--- config.mk ---
export PLATFORM = sky130hd
export DESIGN_NAME = seg_display_scheduler
export DESIGN_NICKNAME = d
export VERILOG_FILES = /design/src/rtl/seg_display_scheduler.sv
export SDC_FILE = /design/constraint.sdc
export NUM_CORES = 1
export LEC_CHECK = 0
export BUFFER_PORTS_ARGS = -buffer_cell sky130_fd_sc_hd__buf_2
export CORE_MARGIN = 1.5
export CORE_UTILIZATION = 25
export CTS_CLUSTER_DIAMETER = 40
export DETAILED_ROUTE_END_ITERATION = 7
export GPL_TIMING_DRIVEN = 0
export PLACE_DENSITY = 0.45
export SETUP_SLACK_MARGIN = 0.4
export SLEW_MARGIN = 10
export SYNTH_ARGS = -nofsm -noshare
export SYNTH_HDL_FRONTEND = slang
export SYNTH_SLANG_ARGS = --single-unit
--- constraint.sdc ---
create_clock -name clk -period 7.1 [get_ports clk]
set_input_delay 1.42 -clock clk [delete_from_list [all_inputs] [get_ports clk]]
set_output_delay 1.42 -clock clk [all_outputs]
set_load 0.02 [all_outputs]
--- src/rtl/seg_display_scheduler.sv ---
// seg_display_scheduler
//
// Decides what the six 7-segment displays show while a UART is in use.
// There are four kinds of content, listed from highest to lowest priority:
//   ERR  - "Err" plus the error code digit. It is held for HOLD_CYCLES.
//   RX   - "r" plus the received byte in hex. It is held for HOLD_CYCLES.
//   TX   - "t" plus the TX mode letters. It is shown while a frame is in flight.
//   IDLE - the TX mode letters only ("SC" for CS mode, "FF" for FF mode).
// The HEX outputs are registered. New content appears one clock after
// the state update, and is always built from a single state.
//
// Optional build macro:
//   SEG_BLINK_EN - makes the ERR content blink. The half-period is
//                  BLINK_CYCLES. This also adds the BLINK_CYCLES parameter.
//
// Ports:
//   clk        system clock
//   rst        asynchronous reset, active-high
//   cntmodetx  TX mode select (1 = FF, 0 = CS)
//   tx_start   one-cycle pulse, a TX frame begins
//   tx_done    one-cycle pulse, a TX frame ends
//   rx_valid   one-cycle pulse, rx_data is valid
//   rx_data    received byte
//   err        one-cycle pulse, RX framing or parity error
//   err_code   error identifier, valid with err
//   HEX0..HEX5 segment codes, active-low, bit7 = DP, bits 6:0 = g..a

module seg_display_scheduler #(
    parameter int HOLD_CYCLES  = 100_000_000
`ifdef SEG_BLINK_EN
  , parameter int BLINK_CYCLES = 12_500_000
`endif
) (
    input  logic       clk,
    input  logic       rst,
    input  logic       cntmodetx,
    input  logic       tx_start,
    input  logic       tx_done,
    input  logic       rx_valid,
    input  logic [7:0] rx_data,
    input  logic       err,
    input  logic [1:0] err_code,
    output logic [7:0] HEX0,
    output logic [7:0] HEX1,
    output logic [7:0] HEX2,
    output logic [7:0] HEX3,
    output logic [7:0] HEX4,
    output logic [7:0] HEX5
);

    localparam int HW = (HOLD_CYCLES > 1) ? $clog2(HOLD_CYCLES) : 1;
    localparam logic [HW-1:0] HOLD_LOAD = HW'(HOLD_CYCLES - 1);

    localparam logic [7:0] SEG_BLANK = 8'hFF;
    localparam logic [7:0] SEG_S     = 8'h92;
    localparam logic [7:0] SEG_C     = 8'hC6;
    localparam logic [7:0] SEG_F     = 8'h8E;
    localparam logic [7:0] SEG_T     = 8'h87;
    localparam logic [7:0] SEG_R     = 8'hAF;
    localparam logic [7:0] SEG_E     = 8'h86;

    typedef enum logic [1:0] {
        ST_IDLE,
        ST_TX,
        ST_RX,
        ST_ERR
    } state_t;

    state_t            state_q, state_d;
    logic              tx_busy_q, tx_busy_d;
    logic              rx_pend_q, rx_pend_d;
    logic [HW-1:0]     hold_q, hold_d;
    logic [7:0]        rx_byte_q, rx_byte_d;
    logic [1:0]        code_q, code_d;
    logic [5:0][7:0]   hex_q, hex_d;

    // Converts a 4-bit value to its hex digit pattern
    function automatic logic [7:0] hex_digit(input logic [3:0] v);
        logic [7:0] s;
        case (v)
            4'h0: s = 8'hC0;
            4'h1: s = 8'hF9;
            4'h2: s = 8'hA4;
            4'h3: s = 8'hB0;
            4'h4: s = 8'h99;
            4'h5: s = 8'h92;
            4'h6: s = 8'h82;
            4'h7: s = 8'hF8;
            4'h8: s = 8'h80;
            4'h9: s = 8'h90;
            4'hA: s = 8'h88;
            4'hB: s = 8'h83;
            4'hC: s = 8'hC6;
            4'hD: s = 8'hA1;
            4'hE: s = 8'h86;
            default: s = 8'h8E;
        endcase
        return s;
    endfunction

`ifdef SEG_BLINK_EN
    localparam int BW = (BLINK_CYCLES > 1) ? $clog2(BLINK_CYCLES) : 1;
    localparam logic [BW-1:0] BLINK_LOAD = BW'(BLINK_CYCLES - 1);

    logic [BW-1:0] blink_q, blink_d;
    logic          blink_off_q, blink_off_d;

    // Blink phase counter. Every err restarts it in the "content" phase.
    // While in ERR it toggles the phase each time it reaches zero.
    always_comb begin
        blink_d     = blink_q;
        blink_off_d = blink_off_q;
        if (err) begin
            blink_d     = BLINK_LOAD;
            blink_off_d = 1'b0;
        end else if (state_q == ST_ERR) begin
            if (blink_q == '0) begin
                blink_d     = BLINK_LOAD;
                blink_off_d = ~blink_off_q;
            end else begin
                blink_d = blink_q - BW'(1);
            end
        end
    end

    always_ff @(posedge clk or posedge rst) begin
        if (rst) begin
            blink_q     <= '0;
            blink_off_q <= 1'b0;
        end else begin
            blink_q     <= blink_d;
            blink_off_q <= blink_off_d;
        end
    end
`endif

    // Next-state logic.
    // err wins over everything else. An rx_valid that arrives during ERR
    // is saved as pending, so the byte is shown once the error hold ends.
    // IDLE and TX follow the updated busy flag directly.
    always_comb begin
        state_d   = state_q;
        rx_pend_d = rx_pend_q;
        hold_d    = hold_q;
        rx_byte_d = rx_byte_q;
        code_d    = code_q;

        // Setting the flag wins when tx_start and tx_done arrive in the same cycle
        if (tx_start) begin
            tx_busy_d = 1'b1;
        end else if (tx_done) begin
            tx_busy_d = 1'b0;
        end else begin
            tx_busy_d = tx_busy_q;
        end

        if (err) begin
            state_d = ST_ERR;
            code_d  = err_code;
            hold_d  = HOLD_LOAD;
            if (rx_valid) begin
                rx_byte_d = rx_data;
                rx_pend_d = 1'b1;
            end
        end else if (rx_valid && state_q != ST_ERR) begin
            state_d   = ST_RX;
            rx_byte_d = rx_data;
            hold_d    = HOLD_LOAD;
        end else begin
            case (state_q)
                ST_ERR: begin
                    if (rx_valid) begin
                        rx_byte_d = rx_data;
                        rx_pend_d = 1'b1;
                    end
                    if (hold_q == '0) begin
                        if (rx_pend_q || rx_valid) begin
                            state_d   = ST_RX;
                            rx_pend_d = 1'b0;
                            hold_d    = HOLD_LOAD;
                        end else if (tx_busy_d) begin
                            state_d = ST_TX;
                        end else begin
                            state_d = ST_IDLE;
                        end
                    end else begin
                        hold_d = hold_q - HW'(1);
                    end
                end
                ST_RX: begin
                    if (hold_q == '0) begin
                        state_d = tx_busy_d ? ST_TX : ST_IDLE;
                    end else begin
                        hold_d = hold_q - HW'(1);
                    end
                end
                default: begin
                    state_d = tx_busy_d ? ST_TX : ST_IDLE;
                end
            endcase
        end
    end

    // Display content is built from the registered state only.
    // This way a frame never combines parts of two different states.
    always_comb begin
        hex_d = {6{SEG_BLANK}};
        case (state_q)
            ST_IDLE, ST_TX: begin
                hex_d[1] = cntmodetx ? SEG_F : SEG_S;
                hex_d[0] = cntmodetx ? SEG_F : SEG_C;
                if (state_q == ST_TX) begin
                    hex_d[5] = SEG_T;
                end
            end
            ST_RX: begin
                hex_d[5] = SEG_R;
                hex_d[1] = hex_digit(rx_byte_q[7:4]);
                hex_d[0] = hex_digit(rx_byte_q[3:0]);
            end
            default: begin
                hex_d[5] = SEG_E;
                hex_d[4] = SEG_R;
                hex_d[3] = SEG_R;
                hex_d[0] = hex_digit({2'b00, code_q});
`ifdef SEG_BLINK_EN
                if (blink_off_q) begin
                    hex_d = {6{SEG_BLANK}};
                end
`endif
            end
        endcase
    end

    // State and display registers
    always_ff @(posedge clk or posedge rst) begin
        if (rst) begin
            state_q   <= ST_IDLE;
            tx_busy_q <= 1'b0;
            rx_pend_q <= 1'b0;
            hold_q    <= '0;
            rx_byte_q <= '0;
            code_q    <= '0;
            hex_q     <= {6{SEG_BLANK}};
        end else begin
            state_q   <= state_d;
            tx_busy_q <= tx_busy_d;
            rx_pend_q <= rx_pend_d;
            hold_q    <= hold_d;
            rx_byte_q <= rx_byte_d;
            code_q    <= code_d;
            hex_q     <= hex_d;
        end
    end

    assign HEX0 = hex_q[0];
    assign HEX1 = hex_q[1];
    assign HEX2 = hex_q[2];
    assign HEX3 = hex_q[3];
    assign HEX4 = hex_q[4];
    assign HEX5 = hex_q[5];

endmodule

Yosys cells after proc, flatten, opt, wreduce, memory -nomap -nowiden. Memory sizes are Yosys's and may differ from the RTL's. Index checks and enable logic that the tools add are counted.

Flip-flop bits (word level): 81. Bits in read-only memories: 224. Bits of input ports: 17. Output and inout port bits: 48. Word-level logic and storage cells: 72. Memories: 2.

Memory list: (no name shown) (depth 16, bits a word 7, read ports 1, clocked after memory_dff 0, wr ports 0, RTL line 80) `case (v)`; (no name shown) (depth 16, bits a word 7, read ports 1, clocked after memory_dff 0, wr ports 0, RTL line 80).

Add/subtract/negate cells: 1. Equality and inequality tests: 12. Multiplexer cells: 33. Reduce and logical (&&, ||, !) cells: 13.

Operators by type and width (count): $mux W27 (5); $pmux W27 S2 (1); $pmux W8 S2 (3); $mux W8 (4); $pmux W8 S4 (1); $logic_not A27 Y1 (1); $sub A27 B1 Y27 const B (1); $mux W15 (1); $mux W7 (2); $ne A4 B4 Y1 const B (3); $mux W2 (5); $mux W1 (9); $eq A2 B2 Y1 const B (4); $mux W5 (1); $ne A5 B5 Y1 const B (1); $eq A2 B1 Y1 const B (2); $logic_not A2 Y1 (2); $ne A2 B2 Y1 const B (2); $pmux W2 S2 (1); $reduce_and A2 Y1 (2); $reduce_bool A4 Y1 (1); $reduce_and A3 Y1 (1); $reduce_bool A3 Y1 (1); $reduce_or A3 Y1 (1); other kinds (4) (4).

Logic depth before layout (Yosys ltp). Gate-level depths: netlist (run 1).

Depth in word-level cells: 8. Mapped depth: 10. Mapped depth without buffers: 9.

Least setup slack after synthesis (run 1). Ideal clock, no wire load.

Path kind: input -> register. Start point: input rx_valid. End point: register hold_q[20]. Setup time: 0.134 ns. Data arrival time: 2.926 ns. Data required time: 6.966 ns. Slack: 4.040 ns. Stages on the path: 6. Path buffers: 2. Cell sequence: clkbuf_1 a311oi_1 clkbuf_1 a2111oi_0 xnor2_1 nand2_1.

Cells in the longest elaborated chain, start to end: 3. Elaborated cells on any way between the ends: 8. Those cells by class: eq/ne: 2; mux: 2; reduce/logical: 4.

RTL lines: start: declaration (RTL line 39) `input logic rx_valid,`; $logic_and A1 B1 Y1 or $logic_or A1 B1 Y1 (tied branches) (RTL line 165, 177); $ne A5 B5 Y1 (no source line), or another cell as far along; $reduce_and A3 Y1 (no source line) or $mux W27 (tied branches); end signal: assignment (RTL line 249) `hold_q <= hold_d;`; end: declaration (RTL line 72) `logic [HW-1:0] hold_q, hold_d;`.

Several ways; a longest one is shown, not always the timed one. A chain may end at the register's enable or synchronous reset.

Worst setup path after layout (run 1). Same ends and word-level chain as after synthesis.

==> flow_summary_export.csv, run 1 <==
group,metric,value,unit
floorplan,num_rows,42,
power_and_ir_drop,power_density,212,nW/um^2
drt,drcViolationCount,0,
power_and_ir_drop,p_int,0.000676,W
power_and_ir_drop,clkPwrFrac,0.484,
critical_path,cp_slowest_stage_delay,0.79,ns
floorplan,die_w,120,um
yosys,synthArstFlopShare,1.00,
timing,period_minus_slack,3.20,ns
floorplan,dieArea,14500,um^2
cells_and_area,drive_gt1_frac,0.283,
global_routing,track_usage,0.116,
critical_path,worstSetupEndpointType,"register",
yosys,synth_warnings,0,
yosys,synth.distinct_cells,54,
hold_path,hold_end,"tx_busy_q$_DFF_PP0_",
power_and_ir_drop,seqPwrFrac,0.400,
clock_tree,htreeDepth,3,
clock_tree,cts.reportedPaths.clkPinSlew,0.05,ns
clock_tree,cts_buffers,9,
timing,finalSetupTns,0,ns
critical_path,reg2reg_from,"hold_q[4]$_DFFE_PP0P_",
floorplan,start_util,0.257,
yosys,synth-seq-area-share,0.436,
global_routing,grt_pass1_vias,2610,
drt,wirelength,7880,um
clock_tree,clock_latency,0.33,ns
global_routing,antenna_found_initial,0,
power_and_ir_drop,ir_worst_vdd,0.100,mV
timing,tightest_slew,0.978,ns
critical_path,slowest_stage,"a311oi_1",
hold_path,hold_path_class,"reg2reg",
floorplan,core,13300,um^2
timing,fmax,0.313,GHz
power_and_ir_drop,p_sw,0.000225,W
critical_path,r2r_end,"hold_q[23]$_DFFE_PP0P_",
cells_and_area,design_area,4240,um^2
timing,rsz0062_at_grt,"no",
critical_path,crit_type,"in2reg",
placed_design,pre_cts_slack,3.56,ns
drt,viasPerCell,4.40,
critical_path,worstPathMaxFanout,10,
yosys,syn-instance-count,357,
clock_tree,cts.sinks,59,
timing,relSlewSlack,0.342,
drt,detail_route.iter0.violations,195,
power_and_ir_drop,p_comb_frac,0.116,
power_and_ir_drop,p_sw_frac,0.250,
run,maxCapViolCount,0,
placed_design,dp.cells,594,
floorplan,ioPinCount,65,
cells_and_area,final_cell_mix,"dfrtp_1, buf_2, nand2_1, buf_4, conb_1",
critical_path,path_cells,"clkbuf_1, a311oi_1, clkbuf_1, a2111oi_0, xnor2_1, nand2_1",
yosys,syn_avg_cell_area,9.63,um^2
cells_and_area,insertedDiodeCount,0,
drt,drt-pass1-iter-count,4,
critical_path,r2r_setup_slack,4.17,ns
critical_path,cpMostUsedCell,"clkbuf_1",
cells_and_area,utilization,0.318,
yosys,ys_seq_elements,59,
placed_design,io_buffers,37,
global_routing,grt_pass1_wl,13000,um
drt,ant_nets,0,
status,status,"complete, no violations",
clock_tree,cts_tree,"yes",
yosys,syn_area,3440,um^2
yosys,ys.flop_type,"dfrtp_1",
clock_tree,ctsHoldBuffers,0,
clock_tree,cts_resized,0,
clock_tree,postCtsSetupRepairBufs,0,
clock_tree,cts_max_path_buffers,2,
critical_path,critical_path_buf_inv_count,2,
yosys,synth_edf_count,0,
power_and_ir_drop,power.leakage,1.76,nW
placed_design,gp_congestion,0.821,
hold_path,hold_depth,2,
timing,skew,0.00968,ns
critical_path,start_kind,"input pin",
hold_path,hp-start,"tx_busy_q$_DFF_PP0_",
floorplan,die_y,120,um
clock_tree,clockRootBuffer,"clkbuf_16",
placed_design,placed_area,3940,um^2
global_routing,grt_overflow_total,0,
drt,routedWlPerCell,12.9,um
timing,slew_viol_final,0,
cells_and_area,fin_nets,461,
cells_and_area,syn_to_final_growth,23.5,%
placed_design,dp_hpwl,5600,um
critical_path,cp.required,7.29,ns
timing,fin_ws,3.90,ns
cells_and_area,finalNonFillerCells,610,
cells_and_area,final_common_cell,"dfrtp_1",
drt,vias,2682,
critical_path,reg2reg_depth,6,
global_routing,grt_max_degree,60,
critical_path,cp.arrival,3.39,ns
timing,hold_violations,0,
timing,fin_crit_sh,0.450,
timing,setup_violations,0,
critical_path,critPathTopFamily,"compound AO/OA/AOI/OAI gates",
synthesized netlist by cell type, types with 2 or more instances:
master | count | area [um^2]
or2_2 | 4 | 25.0
a211oi_1 | 6 | 45.0
nand3b_1 | 3 | 22.5
nor2b_1 | 5 | 31.3
nor3_1 | 6 | 30.0
o31ai_1 | 3 | 22.5
nand2_1 | 30 | 113
o31a_1 | 2 | 17.5
a2111oi_0 | 2 | 17.5
mux4_2 | 2 | 45.0
a22oi_1 | 2 | 15.0
ha_1 | 15 | 188
nor4_1 | 5 | 31.3
a21o_1 | 8 | 60.1
clkbuf_1 | 14 | 52.6
dfstp_2 | 18 | 473
nor4b_1 | 2 | 17.5
nand2b_1 | 4 | 25.0
or3_1 | 6 | 37.5
buf_4 | 30 | 225
nand4_1 | 2 | 12.5
inv_1 | 17 | 63.8
mux2i_1 | 2 | 20.0
o21ai_0 | 21 | 105
a21boi_0 | 4 | 30.0
or3_4 | 2 | 22.5
a21oi_1 | 15 | 75.1
or4_1 | 2 | 15.0
and3_1 | 2 | 12.5
o211ai_1 | 4 | 30.0
o22ai_1 | 4 | 25.0
buf_2 | 3 | 15.0
dfrtp_1 | 41 | 1030
xnor2_1 | 12 | 105
nand3_1 | 10 | 50.1
mux2_2 | 5 | 56.3
and2_1 | 3 | 18.8
a31oi_1 | 3 | 18.8
nor2_1 | 22 | 82.6
o41ai_1 | 2 | 17.5
final cells by class:
cell class | count | area [um^2]
Buffer | 47 | 293
Clock buffer | 13 | 292
Clock inverter | 3 | 17.5
Fill cell | 1414 | 9100
Inverter | 17 | 66.3
Multi-Input combinational cell | 258 | 1670
Sequential cell | 59 | 1500
Tap cell | 176 | 220
Timing Repair Buffer | 37 | 185
kinds of logic (layout without fill, tap and decap cells):
group	after synthesis	after routing	share of synthesized area
AOI/OAI and AO/OA	86	86	0.173
xor gates and xnor gates	13	13	0.0331
adders and majority gates	15	15	0.0546
buffers and inverters	64	117	0.104
DFF	59	59	0.436
muxes	9	9	0.0353
other	1	25	0.00109
and+or+nand+nor	110	110	0.163
stage by stage:
stage | hold slack, ns | total power (W)
final | 0.484 | 0.000901
after global routing | 0.526 | 0.000943
after CTS | 0.497 | 0.000918
after detailed placement | 0.485 | 0.000471
after global placement | 0.470 | 0.000470
after floorplan | 0.428 | 0.000445
power groups by stage:
stage	logic, W	registers (W)	clock network [W]
floorplan	0.0000769	0.000368	0
CTS	0.000106	0.000360	0.000451
global placement	0.000105	0.000365	0
global route	0.000118	0.000362	0.000463
finish	0.000105	0.000360	0.000436
detailed placement	0.000105	0.000366	0
worst reg2reg max path, stage by stage (launching register included):
cell and delay, ns:
dfrtp_1 0.42, nor4_1 0.86, nand2_1 0.34, or3_4 0.47, a2111oi_4 0.45, and4_1 0.24
nor2_1 0.04
per-layer routing:
metal  GRT usage  part of all wire  up-vias
met5           0                 0        -
met4      0.0368             0.010        0
met3      0.0420             0.046       10
met2       0.196              0.48       55
met1       0.136              0.46     1272
li1            -                 -     1345
worst max path at each step:
stage | slack [ns] | to | start | cells past startpoint
5_1_grt | 3.59 | hold_q[20]$_DFFE_PP0P_ | rx_valid | 6
2_1_floorplan | 4.04 | hold_q[20]$_DFFE_PP0P_ | rx_valid | 6
3_3_place_gp | 3.35 | code_q[0]$_DFFE_PP0P_ | rst | 2
3_5_place_dp | 3.56 | hold_q[20]$_DFFE_PP0P_ | rx_valid | 6
6_report | 3.90 | hold_q[20]$_DFFE_PP0P_ | rx_valid | 6
4_1_cts | 3.87 | hold_q[2]$_DFFE_PP0P_ | rx_valid | 6
Power figures use the tool's default switching activity.
==> run 2, diff against run 1 <==
- clock period: 7.1 -> 3.3 ns (I/O delays scaled with it)
==> run 2 against run 1 <==
Net effect:
- global-route usage did not move
- register-to-register slack got worse by 3.6 ns
- combinational power increased by 110%
- worst hold slack got worse by 0.019 ns
- final area grew 0.62%
- via count down 0.37%
- clock power grew 120%
- critical endpoint is now hold_q[23]$_DFFE_PP0P_
- sequential share of layout area decreased by 0.22 points
- cell count unchanged
- core utilization up 0.20 points
- wire length fell by 0.37%
==> flow_summary_export.csv, run 2 (same netlist as run 1, synthesis figures left out) <==
group,metric,value,unit
timing,relSlewSlack,0.411,
floorplan,num_rows,42,
timing,period_minus_slack,2.77,ns
critical_path,start_kind,"register",
clock_tree,cts_max_path_buffers,2,
placed_design,placed_area,3940,um^2
drt,wirelength,7850,um
clock_tree,cts_tree,"yes",
timing,fmax,0.361,GHz
hold_path,hold_path_class,"in2async",
global_routing,grt_pass1_wl,13000,um
cells_and_area,syn_to_final_growth,24.2,%
power_and_ir_drop,p_comb_frac,0.116,
critical_path,cp.arrival,2.98,ns
placed_design,io_buffers,37,
clock_tree,clock_latency,0.34,ns
cells_and_area,drive_gt1_frac,0.293,
critical_path,worstPathMaxFanout,7,
global_routing,antenna_found_initial,0,
clock_tree,htreeDepth,3,
power_and_ir_drop,clkPwrFrac,0.484,
timing,skew,0.00991,ns
drt,viasPerCell,4.38,
global_routing,track_usage,0.116,
critical_path,cp-endpoint,"hold_q[23]$_DFFE_PP0P_",
run,maxCapViolCount,0,
clock_tree,cts.sinks,59,
placed_design,dp_hpwl,5600,um
power_and_ir_drop,p_sw_frac,0.250,
global_routing,grt_overflow_total,0,
timing,fin_crit_sh,0.840,
clock_tree,cts.reportedPaths.clkPinSlew,0.05,ns
floorplan,start_util,0.257,
placed_design,gp_congestion,0.821,
floorplan,dieArea,14500,um^2
drt,detail_route.iter0.violations,165,
timing,setup_violations,0,
timing,tightest_slew,0.877,ns
cells_and_area,insertedDiodeCount,0,
drt,ant_nets,0,
cells_and_area,final_common_cell,"dfrtp_1",
clock_tree,postCtsSetupRepairBufs,0,
critical_path,r2r_end,"hold_q[23]$_DFFE_PP0P_",
power_and_ir_drop,p_int,0.00145,W
clock_tree,clockRootBuffer,"clkbuf_16",
global_routing,grt_pass1_vias,2610,
cells_and_area,design_area,4270,um^2
drt,vias,2672,
floorplan,core,13300,um^2
drt,drt-pass1-iter-count,4,
critical_path,cp.required,3.51,ns
power_and_ir_drop,seqPwrFrac,0.400,
drt,drcViolationCount,0,
power_and_ir_drop,ir_worst_vdd,0.217,mV
status,status,"complete, no violations",
floorplan,die_w,120,um
critical_path,crit_type,"reg2reg",
floorplan,die_y,120,um
power_and_ir_drop,p_sw,0.000486,W
global_routing,grt_max_degree,60,
critical_path,worstSetupEndpointType,"register",
cells_and_area,fin_nets,461,
critical_path,reg2reg_from,"hold_q[8]$_DFFE_PP0P_",
cells_and_area,final_cell_mix,"dfrtp_1, buf_2, nand2_1, buf_4, conb_1",
clock_tree,ctsHoldBuffers,0,
power_and_ir_drop,power_density,454,nW/um^2
drt,routedWlPerCell,12.9,um
timing,rsz0062_at_grt,"no",
floorplan,ioPinCount,65,
timing,hold_violations,0,
power_and_ir_drop,power.leakage,1.76,nW
timing,finalSetupTns,0,ns
timing,slew_viol_final,0,
critical_path,crit_start,"hold_q[8]$_DFFE_PP0P_",
clock_tree,cts_buffers,9,
critical_path,r2r_setup_slack,0.53,ns
critical_path,reg2reg_depth,7,
run 2: metrics by stage:
step	cells	util	hold slack (ns)	setup WS, ns	total power, W
after floorplan	381	-	0.428	0.708	0.000958
after global placement	594	0.295	0.470	0.309	0.00101
after detailed placement	594	0.295	0.485	0.368	0.00101
after CTS	610	0.318	0.497	0.492	0.00197
after global routing	610	0.320	0.526	0.421	0.00203
final	610	0.320	0.465	0.528	0.00194
run 2: cell type report:
| cell class | count | area, um^2 |
|---|---|---|
| buffer | 47 | 297 |
| clock buffer | 13 | 292 |
| fill | 1414 | 9080 |
| multi-input combinational | 258 | 1690 |
| clock inverter | 3 | 17.5 |
| inverter | 17 | 66.3 |
| timing repair buffer | 37 | 185 |
| tap | 176 | 220 |
| sequential | 59 | 1500 |
run 2: power groups by stage:
stage               logic, W  clock network, W  registers [W]
global placement    0.000225                 0       0.000786
CTS                 0.000229          0.000971       0.000775
global route        0.000254          0.000995       0.000779
floorplan           0.000165                 0       0.000793
detailed placement  0.000227                 0       0.000786
finish              0.000225          0.000939       0.000775
run 2: critical path, stage by stage, from the launching register on:
cell	delay (ns)
dfrtp_1	0.42
or4_1	0.53
buf_2	0.18
or3_4	0.38
or3_4	0.42
a2111oi_4	0.45
and4_1	0.24
nor2_1	0.04
run 2: routing by layer:
layer  track usage  up-vias  wire (um)
met5             0        -          0
met4        0.0368        0         98
met3        0.0420       10        398
met2         0.196       63       3760
met1         0.136     1256       3590
li1              -     1343          -
run 2: worst min-delay path by stage:
| stage | endpoint | depth (start not counted) |
|---|---|---|
| global placement | tx_busy_q$_DFF_PP0_ | 2 |
| finish | tx_busy_q$_DFF_PP0_ | 2 |
| detailed placement | tx_busy_q$_DFF_PP0_ | 2 |
| floorplan | tx_busy_q$_DFF_PP0_ | 2 |
| global route | tx_busy_q$_DFF_PP0_ | 2 |
| CTS | asynchronous set/reset pin | 2 |
run 2: timing repair:
item | 4_1_cts | 5_1_grt
gates resized for setup | 1 | 6
pin swaps | 0 | 1
endpoints found under the setup margin | 2 | 16
